`src/rtl/cache_pkg.sv`:
```
// Shared types and sizing constants for the direct-mapped write-through data cache.
package cache_pkg;

  localparam int unsigned ADDR_W          = 32;
  localparam int unsigned DATA_W          = 32;
  localparam int unsigned STAT_W          = 16;
  localparam int unsigned DEF_NUM_LINES   = 8;
  localparam int unsigned DEF_MEM_LATENCY = 4;
  localparam int unsigned DEF_INDEX_W     = $clog2(DEF_NUM_LINES);
  localparam int unsigned DEF_TAG_W       = ADDR_W - DEF_INDEX_W;

  typedef enum logic [1:0] {
    ST_IDLE      = 2'd0,
    ST_READ_MISS = 2'd1,
    ST_WRITE     = 2'd2
  } state_e;

  // Latency counter width; a one-cycle memory still needs a one-bit counter.
  function automatic int unsigned cnt_width(input int unsigned latency);
    return (latency > 1) ? $clog2(latency) : 1;
  endfunction

endpackage

```
`src/rtl/cache_line_array.sv`:
```
// Valid/tag/data storage: one synchronous write port, asynchronous read port.
module cache_line_array
  import cache_pkg::*;
#(
  parameter int unsigned NUM_LINES = DEF_NUM_LINES,
  parameter int unsigned INDEX_W   = DEF_INDEX_W,
  parameter int unsigned TAG_W     = DEF_TAG_W,
  parameter int unsigned LINE_W    = DATA_W
) (
  input  logic               clk,
  input  logic               reset,
  input  logic [INDEX_W-1:0] rd_index_i,
  output logic               rd_valid_o,
  output logic [TAG_W-1:0]   rd_tag_o,
  output logic [LINE_W-1:0]  rd_data_o,
  input  logic               wr_en_i,
  input  logic [INDEX_W-1:0] wr_index_i,
  input  logic [TAG_W-1:0]   wr_tag_i,
  input  logic [LINE_W-1:0]  wr_data_i
);

  logic [NUM_LINES-1:0] valid_q;
  logic [NUM_LINES-1:0] valid_d;
  logic [TAG_W-1:0]     tag_q  [NUM_LINES];
  logic [LINE_W-1:0]    data_q [NUM_LINES];

  // A write always leaves the addressed line valid.
  always_comb begin
    valid_d = valid_q;
    if (wr_en_i) begin
      valid_d[wr_index_i] = 1'b1;
    end
  end

  // Valid bits are the only storage cleared by reset.
  always_ff @(posedge clk) begin
    if (reset) begin
      valid_q <= '0;
    end else begin
      valid_q <= valid_d;
    end
  end

  // Tag and data payload, never reset.
  always_ff @(posedge clk) begin
    if (wr_en_i && !reset) begin
      tag_q[wr_index_i]  <= wr_tag_i;
      data_q[wr_index_i] <= wr_data_i;
    end
  end

  assign rd_valid_o = valid_q[rd_index_i];
  assign rd_tag_o   = tag_q[rd_index_i];
  assign rd_data_o  = data_q[rd_index_i];

endmodule

```
`src/rtl/data_cache.sv`:
```
// Direct-mapped, one-word-line, write-through / no-write-allocate data cache.
module data_cache
  import cache_pkg::*;
#(
  parameter int unsigned NUM_LINES   = DEF_NUM_LINES,
  parameter int unsigned MEM_LATENCY = DEF_MEM_LATENCY
) (
  input  logic              clk,
  input  logic              reset,
  input  logic              cpu_req,
  input  logic              cpu_we,
  input  logic [ADDR_W-1:0] cpu_addr,
  input  logic [DATA_W-1:0] cpu_wdata,
  output logic [DATA_W-1:0] cpu_rdata,
  output logic              stall,
  output logic [ADDR_W-1:0] mem_addr,
  output logic [DATA_W-1:0] mem_wdata,
  output logic              mem_we,
  input  logic [DATA_W-1:0] mem_rdata,
  output logic [STAT_W-1:0] hit_count,
  output logic [STAT_W-1:0] miss_count
);

  localparam int unsigned INDEX_W = $clog2(NUM_LINES);
  localparam int unsigned TAG_W   = ADDR_W - INDEX_W;
  localparam int unsigned CNT_W   = cnt_width(MEM_LATENCY);
  localparam logic [CNT_W-1:0]  CNT_LAST = CNT_W'(MEM_LATENCY - 1);
  localparam logic [STAT_W-1:0] STAT_MAX = '1;

  state_e             state_q, state_d;
  logic [CNT_W-1:0]   cnt_q, cnt_d;
  logic [STAT_W-1:0]  hit_count_q, hit_count_d;
  logic [STAT_W-1:0]  miss_count_q, miss_count_d;

  logic [INDEX_W-1:0] index;
  logic [TAG_W-1:0]   tag;
  logic               line_valid;
  logic [TAG_W-1:0]   line_tag;
  logic [DATA_W-1:0]  line_data;
  logic               hit;
  logic               last_cycle;

  logic               fill_we_c;
  logic [DATA_W-1:0]  fill_data_c;
  logic               hit_inc_c;
  logic               miss_inc_c;
  logic               stall_c;
  logic               mem_we_c;
  logic [DATA_W-1:0]  cpu_rdata_c;

  assign index      = cpu_addr[INDEX_W-1:0];
  assign tag        = cpu_addr[ADDR_W-1:INDEX_W];
  assign hit        = line_valid && (line_tag == tag);
  assign last_cycle = (cnt_q == CNT_LAST);

  cache_line_array #(
    .NUM_LINES (NUM_LINES),
    .INDEX_W   (INDEX_W),
    .TAG_W     (TAG_W),
    .LINE_W    (DATA_W)
  ) u_lines (
    .clk        (clk),
    .reset      (reset),
    .rd_index_i (index),
    .rd_valid_o (line_valid),
    .rd_tag_o   (line_tag),
    .rd_data_o  (line_data),
    .wr_en_i    (fill_we_c),
    .wr_index_i (index),
    .wr_tag_i   (tag),
    .wr_data_i  (fill_data_c)
  );

  // State, latency counter and statistics registers.
  always_ff @(posedge clk) begin
    if (reset) begin
      state_q      <= ST_IDLE;
      cnt_q        <= '0;
      hit_count_q  <= '0;
      miss_count_q <= '0;
    end else begin
      state_q      <= state_d;
      cnt_q        <= cnt_d;
      hit_count_q  <= hit_count_d;
      miss_count_q <= miss_count_d;
    end
  end

  // Next-state, handshake and line-update decode; reset overrides everything.
  always_comb begin
    state_d     = state_q;
    cnt_d       = '0;
    stall_c     = 1'b0;
    mem_we_c    = 1'b0;
    cpu_rdata_c = '0;
    fill_we_c   = 1'b0;
    fill_data_c = mem_rdata;
    hit_inc_c   = 1'b0;
    miss_inc_c  = 1'b0;

    unique case (state_q)
      ST_IDLE: begin
        if (cpu_req) begin
          if (cpu_we) begin
            stall_c = 1'b1;
            state_d = ST_WRITE;
          end else if (hit) begin
            cpu_rdata_c = line_data;
            hit_inc_c   = 1'b1;
          end else begin
            stall_c = 1'b1;
            state_d = ST_READ_MISS;
          end
        end
      end
      ST_READ_MISS: begin
        if (last_cycle) begin
          cpu_rdata_c = mem_rdata;
          fill_we_c   = 1'b1;
          fill_data_c = mem_rdata;
          miss_inc_c  = 1'b1;
          state_d     = ST_IDLE;
        end else begin
          stall_c = 1'b1;
          cnt_d   = cnt_q + CNT_W'(1);
        end
      end
      ST_WRITE: begin
        if (last_cycle) begin
          mem_we_c    = 1'b1;
          fill_we_c   = hit;
          fill_data_c = cpu_wdata;
          state_d     = ST_IDLE;
        end else begin
          stall_c = 1'b1;
          cnt_d   = cnt_q + CNT_W'(1);
        end
      end
      default: begin
        state_d = ST_IDLE;
      end
    endcase

    if (reset) begin
      state_d     = ST_IDLE;
      cnt_d       = '0;
      stall_c     = 1'b0;
      mem_we_c    = 1'b0;
      cpu_rdata_c = '0;
      fill_we_c   = 1'b0;
      hit_inc_c   = 1'b0;
      miss_inc_c  = 1'b0;
    end
  end

  // Saturating load statistics.
  always_comb begin
    hit_count_d  = hit_count_q;
    miss_count_d = miss_count_q;
    if (hit_inc_c && (hit_count_q != STAT_MAX)) begin
      hit_count_d = hit_count_q + STAT_W'(1);
    end
    if (miss_inc_c && (miss_count_q != STAT_MAX)) begin
      miss_count_d = miss_count_q + STAT_W'(1);
    end
  end

  assign cpu_rdata  = cpu_rdata_c;
  assign stall      = stall_c;
  assign mem_we     = mem_we_c;
  assign mem_addr   = cpu_addr;
  assign mem_wdata  = cpu_wdata;
  assign hit_count  = hit_count_q;
  assign miss_count = miss_count_q;

endmodule

```
`config.mk`:
```
export PLATFORM = sky130hd
export DESIGN_NAME = data_cache
export DESIGN_NICKNAME = d
export VERILOG_FILES = /design/src/rtl/cache_pkg.sv /design/src/rtl/cache_line_array.sv /design/src/rtl/data_cache.sv
export SDC_FILE = /design/constraint.sdc
export NUM_CORES = 1
export LEC_CHECK = 0
export CAP_MARGIN = 20
export CORE_MARGIN = 2
export CORE_UTILIZATION = 45
export DETAILED_ROUTE_END_ITERATION = 7
export PLACE_DENSITY = 0.69
export SYNTH_ARGS = -nofsm -noshare
export SYNTH_HDL_FRONTEND = slang
export SYNTH_SLANG_ARGS = --single-unit
```
`constraint.sdc`:
```
create_clock -name clk -period 7.97 [get_ports clk]
set_input_delay 1.1955 -clock clk [delete_from_list [all_inputs] [get_ports clk]]
set_output_delay 1.1955 -clock clk [all_outputs]
set_load 0.01 [all_outputs]
```
# Word level (Yosys, flattened, before mapping)
# Memory sizes are Yosys's and may differ from the RTL's.
# Index checks and enable logic that the tools add are counted.
# word_totals
mem_count	2
mem_bits_rw	488
elab_cells	71
ff_bits	44
input_bits	100
out_inout_bits	130
# classes
bitwise_logic	2
mux	38
magnitude_cmp	2
n_addsub	3
n_reduce_logical	10
n_eq_ne	9
# memory_table
name	depth	word_bits	rd	rd_ports_with_merged_regs	wr	line_no	source
u_lines.data_q	8	32	1	0	1	cache_line_array.sv:25	logic [LINE_W-1:0] data_q [NUM_LINES];
u_lines.tag_q	8	29	1	0	1	cache_line_array.sv:24	logic [TAG_W-1:0] tag_q [NUM_LINES];
# op_table
operator	n
$mux 32	7
$pmux 32 s2	1
$add 16x1->16 const B	2
$ne 16x16->1 const B	2
$eq 29x29->1	1
$mux 1	21
$mux 2	4
$or 8x8->8	1
$logic_and 1x1->1	5
$eq 2x2->1 const B	2
$lt 3x4->1 const B	1
$pmux 1 s2	2
$pmux 2 s2	1
$bmux 1 s3	1
$demux 1 s3	1
$ge 3x1->1 const B	1
$ne 3x3->1 const B	1
$reduce_and 3->1	1
$reduce_or 3->1	1
$add 2x1->2 const B	1
$eq 2x1->1 const B	1
$logic_not 2->1	1
$ne 2x1->1 const B	1
$ne 2x2->1 const B	1
3 further kinds	3

# Depth between registers and ports, before layout
# Gate-level depths: netlist (run 1).
# depth
depth_word	9
ltp_mapped	15
mapped_depth_nobuf	8

# Cells and area by module
# From an unflattened synthesis (run 1), not the netlist that was laid out.
# hier_totals
cells_unflattened	1205
area_unflattened_um2	22554.1
# modules_own_cells
mod	area_per_inst_um2	seq_area_each_um2	instances	cells_each
cache_line_array	19084.6	14814.2	1	757
data_cache	3469.6	720.7	1	448

# Worst setup path before layout (run 1)
# Ideal clock, no wire load.
# synth_timing
kind	input port to flip-flop
start	input port cpu_addr[2]
end	memory u_lines.data_q[0][0] (netlist name), enable pin
path_stages	12
required_time_ns	7.490
arrival_time_ns	6.004
setup_slack_ns	1.485
n_path_buf	4
setup_time_ns	0.480
cell_sequence	buf_4 > buf_2 > buf_2 > mux2i_1 > a22oi_1 > a31o_2 > a2111oi_0 > nand4_1 > nor3_1 > a21boi_1 > clkbuf_1 > nor2_1
# synth_between
elab_chain_cells	9
elab_cells_between_ends	11
cone_classes	1 x eq/ne; 7 x mux; 2 x reduce/logical; 1 x memory
# synth_rtl
item	line_no	source
start: declaration	data_cache.sv:12	input logic [ADDR_W-1:0] cpu_addr,
$mem_v2 8x29 / $bmux 1 s3 (equally long branches)	--	
$eq 29x29->1 / $mux 1 (equally long branches)	data_cache.sv:53, cache_line_array.sv:52	
$logic_and 1x1->1	data_cache.sv:53	assign hit = line_valid && (line_tag == tag);
$mux 1	data_cache.sv:129	if (last_cycle) begin
$pmux 1 s2	data_cache.sv:101	unique case (state_q)
$mux 1	data_cache.sv:144	if (reset) begin
$logic_and 1x1->1	cache_line_array.sv:46	if (wr_en_i && !reset) begin
$mux 1	cache_line_array.sv:46	
$mux 1 (not written as such)	cache_line_array.sv:48	data_q[wr_index_i] <= wr_data_i;
end: declaration	cache_line_array.sv:25	
# Parallel ways exist; a longest one is shown, timed or not. The select of a mux whose other input is x is not followed.

# Final worst setup path (run 1)
# layout_timing
start	input port cpu_addr[2]
end	output port cpu_rdata[15]
# layout_between
elab_chain_cells	8
elab_cells_between_ends	11
cone_classes	1 x eq/ne; 7 x mux; 1 x reduce/logical; 2 x memory
# layout_rtl
item	line_no	source
$mem_v2 8x29 / $bmux 1 s3 (equally long branches)	--	
$eq 29x29->1 / $mux 1 (equally long branches)	data_cache.sv:53, cache_line_array.sv:52	
$logic_and 1x1->1	data_cache.sv:53	
$mux 32 (*)	data_cache.sv:107	end else if (hit) begin
$mux 32 (*)	data_cache.sv:104	if (cpu_we) begin
$mux 32 (*)	data_cache.sv:103	if (cpu_req) begin
$pmux 32 s2 (*)	data_cache.sv:101	
$mux 32 (*)	data_cache.sv:144	
end: declaration	data_cache.sv:14	output logic [DATA_W-1:0] cpu_rdata,
# Every way passes the cells marked *; elsewhere a longest branch is shown, timed or not. The select of a mux whose other input is x is not followed.

==> qor.txt, run 1 <==
Slew Limit Fails: 0
area post-placement: 0.0249 mm^2
vias in the first global route: 13223
final setup vio count: 0
Die H: 226 um
commonest non-fill, non-tap cells in the layout: 488 x edfxtp_1, 225 x clkdlybuf4s50_1, 102 x o22ai_1
fin crit period: 6.49 ns
Period Utilization, post-route: 0.814
critical path start-end classification: in2out
Final Skew: 0.0247 ns
setup bufs post-CTS: 0
Seq cells post-synth: 532
Psw: 1280 uW
delay-heaviest family, CP: buffers and inverters
dpl ws: 1.51 ns
Fmax: 154 MHz
sequential area share after synthesis: 0.698
average routed wire per standard cell: 22.3 um
via count: 13454
total track usage: 0.202
I/O pins: 230
Netlist cell types: 61
Hold Violations, Final: 0
die area: 0.0513 mm^2
Crit path top cell by count: buf_4
NumNets Final: 1758
LEAKAGE: 0.00849 uW
Avg Cell Area, Syn: 15.1 um^2
Slew headroom: 0.379
Required @ worst endpoint: 6.77 ns
die width: 226 um
initial antenna violation count: 0
combinational power share: 0.066
run status: complete, no violations
# port buffers: 229
CP Max Fanout: 54
Post-Syn Instances: 1478
Worst Slack Setup Final: 1.48 ns
Post-synth ARST share: 0
CTS H-tree depth: 2
CTS resizes: 0
first-pass detailed-route iteration total: 6
core area: 0.0488 mm^2
Post-synth EDFFs: 488
Slowest cell on crit path: buf_4
worst r2r src: u_lines.tag_q[7][5]$_DFFE_PP_
area added between synthesis and finish: 19.8%
HP Class: reg2reg
Mapped Area: 0.0223 mm^2
GPL Wtd Cong: 0.827
placed wire-length estimate: 31300 um
top cells by area, synth: edfxtp_1 66%, dfxtp_1 4.0%, mux4_2 3.6%, mux2_2 3.5%, mux2i_1 2.9%
clock share of power: 0.420
CTS max path bufs: 3
RSZ-0062 raised after global routing: no
global-route wire length before repair: 78200 um
worst path cell trace: buf_4 -> buf_4 -> nand3b_1 -> buf_4 -> o32ai_1 -> a221oi_1 -> and3_1 -> nand4_1 -> nor4_4 -> buf_4 -> o2111ai_1 -> a21oi_1 -> clkdlybuf4s50_1
CP Data Arrival Time: 5.29 ns
post-synth top area share: 0.658
GRT Residual Overflow: 0
Worst setup EP type: output port
Power per Cell Area: 223 mW/mm^2
Max IR drop VDD: 0.194 mV
antenna viol nets, final: 0
Synth warnings: 0
Flop pwr share: 0.513
drt total wl: 52500 um
delay of the slowest critical-path stage: 0.56 ns
max_cap viols: 0
HP Start: cnt_q[0]$_SDFF_PP0_
cell-internal power: 4650 uW
Startpoint Class: input port
layout cell share with drive strength beyond 1: 0.146
worst slew pin tran: 0.929 ns
row cnt: 81
number of remaining DRC errors: 0
Sink Count: 532
post-DR vias/cell: 5.71
switching share of power: 0.216
Initial DRC Count: 1273
Worst-path clk slew: 0.06 ns
Syn Nets: 1585
Critical path origin: cpu_addr[2]
hold buffer count at CTS: 0
largest net degree at the start of global routing: 58
Finished Cell Area: 0.0267 mm^2
CTS tree: done
most common library cell in the layout ignoring fill and taps: edfxtp_1
Initial Util: 0.456
ys flop type: edfxtp_1
Yosys top cell by area: edfxtp_1
Root Driver: clkbuf_16
clk_lat worst skew: 0.62 ns
Inserted Clock Buffers: 53
CP bufs+invs: 5
setup TNS: 0 ns
diode count: 0
layer usage:
layer  part of all wire  vias up  global-route usage
li1                   -     6067                   -
met2               0.49      499               0.338
met4              0.022        0              0.0575
met5                  0        -                   0
met3              0.061       75              0.0311
met1               0.43     6813               0.274
sequential cells by signal, summed over array words and instances (netlist names):
register         flops
u_lines.data_q     256
u_lines.tag_q      232
hit_count           16
miss_count          16
u_lines.valid_q      8
cnt_q                2
state_q              2
through the flow:
stage | power [uW] | cells | util | hold WS (ns)
2_1_floorplan | 3340 | 1478 | - | 0.404
3_3_place_gp | 3490 | 2260 | 0.510 | 0.413
3_5_place_dp | 3500 | 2260 | 0.510 | 0.421
4_1_cts | 5980 | 2358 | 0.546 | 0.433
5_1_grt | 6110 | 2358 | 0.546 | 0.453
6_report | 5940 | 2358 | 0.546 | 0.429
cells in the mapped netlist, types with 6 or more instances:
| cell | number |
|---|---|
| nand3_1 | 14 |
| o2111ai_1 | 6 |
| o21ai_0 | 30 |
| edfxtp_1 | 488 |
| a21oi_1 | 54 |
| mux4_2 | 36 |
| nor3_1 | 30 |
| mux2_2 | 69 |
| xnor2_1 | 18 |
| clkbuf_1 | 48 |
| nand2_1 | 61 |
| a211oi_1 | 7 |
| mux2i_1 | 65 |
| o21a_1 | 7 |
| buf_2 | 19 |
| dfxtp_1 | 44 |
| buf_4 | 66 |
| or4_1 | 6 |
| a22oi_1 | 18 |
| o22ai_1 | 102 |
| nor2b_1 | 19 |
| ha_1 | 7 |
| or3_1 | 12 |
| and3_1 | 8 |
| nand4_1 | 27 |
| nor2_1 | 101 |
| o31ai_1 | 6 |
| nor4_1 | 7 |
| nand2b_1 | 11 |
| inv_1 | 23 |
cell type report:
| class | count | area, um^2 |
|---|---|---|
| Fill cell | 3908 | 22200 |
| Clock inverter | 36 | 372 |
| Clock buffer | 62 | 1380 |
| Timing Repair Buffer | 261 | 2580 |
| Sequential cell | 532 | 15500 |
| Inverter | 23 | 86.3 |
| Multi-Input combinational cell | 780 | 5880 |
| Tap cell | 664 | 831 |
kinds of logic (layout without fill, tap and decap cells):
logic type / after synthesis / count (layout) / synth area share
DFF: 532 / 532 / 0.698
and+or+nand+nor: 322 / 322 / 0.0724
AOI/OAI and AO/OA: 259 / 259 / 0.0747
muxes: 170 / 170 / 0.101
buffers and inverters: 166 / 382 / 0.0419
xor gates and xnor gates: 22 / 22 / 0.00866
adders and majority gates: 7 / 7 / 0.00393
power groups by stage:
stage                     clock (uW)  combinational [uW]  sequential (uW)
after floorplan                    0                 229             3110
after global placement             0                 388             3110
after detailed placement           0                 393             3110
after CTS                       2530                 395             3050
after global routing            2640                 423             3050
final                           2500                 393             3050
path summary, 6_finish.rpt:
kind | end | slack (ns) | depth (start not counted)
setup / recovery | cpu_rdata[15] | 1.48 | 13
hold / removal | cnt_q[0]$_SDFF_PP0_ | 0.43 | 1
setup reg to reg | u_lines.tag_q[6][18]$_DFFE_PP_ | 3.96 | 9
hold reg to reg | cnt_q[0]$_SDFF_PP0_ | 0.43 | 1
Power figures use the tool's default switching activity.
==> inputs of run 2 (changes only) <==
--- a/config.mk
+++ b/config.mk
@@ -9,7 +9,7 @@
 export CORE_MARGIN = 2
 export CORE_UTILIZATION = 45
 export DETAILED_ROUTE_END_ITERATION = 7
-export PLACE_DENSITY = 0.69
+export PLACE_DENSITY = 0.71
 export SYNTH_ARGS = -nofsm -noshare
 export SYNTH_HDL_FRONTEND = slang
 export SYNTH_SLANG_ARGS = --single-unit
==> constraint.sdc (replaced) <==
create_clock -name clk -period 5.4 [get_ports clk]
set_input_delay 0.81 -clock clk [delete_from_list [all_inputs] [get_ports clk]]
set_output_delay 0.81 -clock clk [all_outputs]
set_load 0.01 [all_outputs]
==> qor.txt, run 2 (synthesis results as in run 1) <==
most common library cell in the layout ignoring fill and taps: edfxtp_1
register-to-register setup slack: 1.72 ns
worst hold endpoint: cnt_q[0]$_SDFF_PP0_
Finished Cell Area: 0.0271 mm^2
final-layout fill cell count: 3862
Slew headroom: 0.320
row cnt: 81
Design Power: 8760 uW
registers with the most flip-flops: u_lines.data_q: 256 flops, u_lines.tag_q: 232 flops
Die H: 226 um
worst r2r src: u_lines.tag_q[6][21]$_DFFE_PP_
placed wire-length estimate: 32700 um
commonest non-fill, non-tap cells in the layout: 488 x edfxtp_1, 225 x clkdlybuf4s50_1, 102 x o22ai_1
global-route wire length before repair: 79800 um
Worst R2R End: u_lines.data_q[6][5]$_DFFE_PP_
max reg flops: 256
drt total wl: 53100 um
delay of the slowest critical-path stage: 0.56 ns
Hold Violations, Final: 0
run status: complete, no violations
Initial Util: 0.456
CP Data Arrival Time: 4.34 ns
setup TNS: 0 ns
Hold Path Cell Cnt: 1
Inserted Clock Buffers: 53
layout cell share with drive strength beyond 1: 0.165
via count: 13673
HP Class: reg2reg
first-pass detailed-route iteration total: 7
die area: 0.0513 mm^2
GRT Residual Overflow: 0
Worst setup EP type: output port
diode count: 0
antenna viol nets, final: 0
Required @ worst endpoint: 4.59 ns
max_cap viols: 0
CTS max path bufs: 3
area post-placement: 0.0253 mm^2
Initial DRC Count: 1045
largest net degree at the start of global routing: 48
Most flops, register: u_lines.data_q
Final Util: 0.554
Final Skew: 0.0313 ns
post-DR vias/cell: 5.69
Fmax: 194 MHz
# port buffers: 229
fin crit period: 5.15 ns
GPL Wtd Cong: 0.821
HP Start: cnt_q[0]$_SDFF_PP0_
initial antenna violation count: 0
R2R cell count: 9
RSZ-0062 raised after global routing: no
NumNets Final: 1801
worst path cell trace: buf_6 -> buf_12 -> buf_12 -> buf_4 -> mux2i_1 -> a22oi_1 -> and3b_1 -> nor4_1 -> nand4b_1 -> nor4_4 -> buf_12 -> nand4_1 -> a21oi_1 -> clkdlybuf4s50_1
Worst-path clk slew: 0.06 ns
worst slew pin tran: 1.01 ns
area added between synthesis and finish: 21.7%
Slew Limit Fails: 0
CP Max Fanout: 40
Period Utilization, post-route: 0.954
CTS tree: done
core area: 0.0488 mm^2
Startpoint Class: input port
I/O pins: 230
LEAKAGE: 0.00871 uW
average routed wire per standard cell: 22.1 um
vias in the first global route: 13631
final setup vio count: 0
critical path start-end classification: in2out
Power per Cell Area: 324 mW/mm^2
total track usage: 0.206
clk_lat worst skew: 0.62 ns
Sink Count: 532
number of remaining DRC errors: 0
Slowest cell on crit path: clkdlybuf4s50_1
Max IR drop VDD: 0.305 mV
Root Driver: clkbuf_16
Crit path top cell by count: buf_12
CTS H-tree depth: 2
die width: 226 um
[run 2: cell types whose count changed in the layout (fill, tap and decap cells not counted), moves of 3 or more]
cell / change
buf_4: +33
clkbuf_1: +6
clkinv_2: -5
buf_6: +3
buf_12: +7
[run 2: final cells by class]
cell class,count,area [um^2],share of cell area
well taps,664,831,0.0307
clock inverters,32,375,0.0139
clock buffers,66,1380,0.0508
flip-flops and latches,532,15500,0.574
multi-input cells,780,5880,0.217
inverters,23,86.3,0.00319
repair buffers,304,3000,0.111
[run 2: critical path, delay by kind of cell]
kind | cells | cell delay (ns)
simple gates | 5 | 1.29
mux | 1 | 0.20
compound gates | 2 | 0.33
buf+inv | 6 | 1.62
[run 2: what timing repair did]
item	CTS	global route
endpoints found under the hold margin	0	0
buffers inserted	0	0
hold buffers	0	0
endpoints found under the setup margin	0	18
resized for setup	0	4
[run 2: per-layer routing]
metal | wire [um] | track usage | part of all wire | vias to the layer above
li1 | - | - | - | 6160
met1 | 22400 | 0.274 | 0.42 | 6959
met2 | 26500 | 0.352 | 0.50 | 461
met3 | 2860 | 0.0260 | 0.054 | 93
met4 | 1360 | 0.0696 | 0.026 | 0
met5 | 0 | 0 | 0 | -
[run 2: power breakdown]
| part | internal (uW) | switching, uW | total, uW |
|---|---|---|---|
| logic | 269 | 338 | 607 |
| clock network | 2110 | 1540 | 3660 |
| registers | 4490 | 3.99 | 4500 |
| total | 6880 | 1890 | 8760 |
[run 2: how the worst max path moves through the flow]
stage	startpoint	endpoint	slack [ns]
2_1_floorplan	cpu_addr[2]	u_lines.data_q[0][0]$_DFFE_PP_	-0.70
3_3_place_gp	cpu_addr[1]	cpu_rdata[13]	0.23
3_5_place_dp	cpu_addr[1]	cpu_rdata[13]	0.14
4_1_cts	cpu_addr[1]	cpu_rdata[13]	0.13
5_1_grt	cpu_addr[2]	cpu_rdata[13]	0.003
6_report	cpu_addr[2]	cpu_rdata[13]	0.25
[run 2: per-stage QoR]
step / std cells / hold WS (ns) / setup slack (ns)
6_report: 2401 / 0.433 / 0.248
5_1_grt: 2401 / 0.452 / 0.00281
4_1_cts: 2401 / 0.434 / 0.133
3_5_place_dp: 2303 / 0.418 / 0.139
3_3_place_gp: 2303 / 0.413 / 0.226
2_1_floorplan: 1478 / 0.404 / -0.699
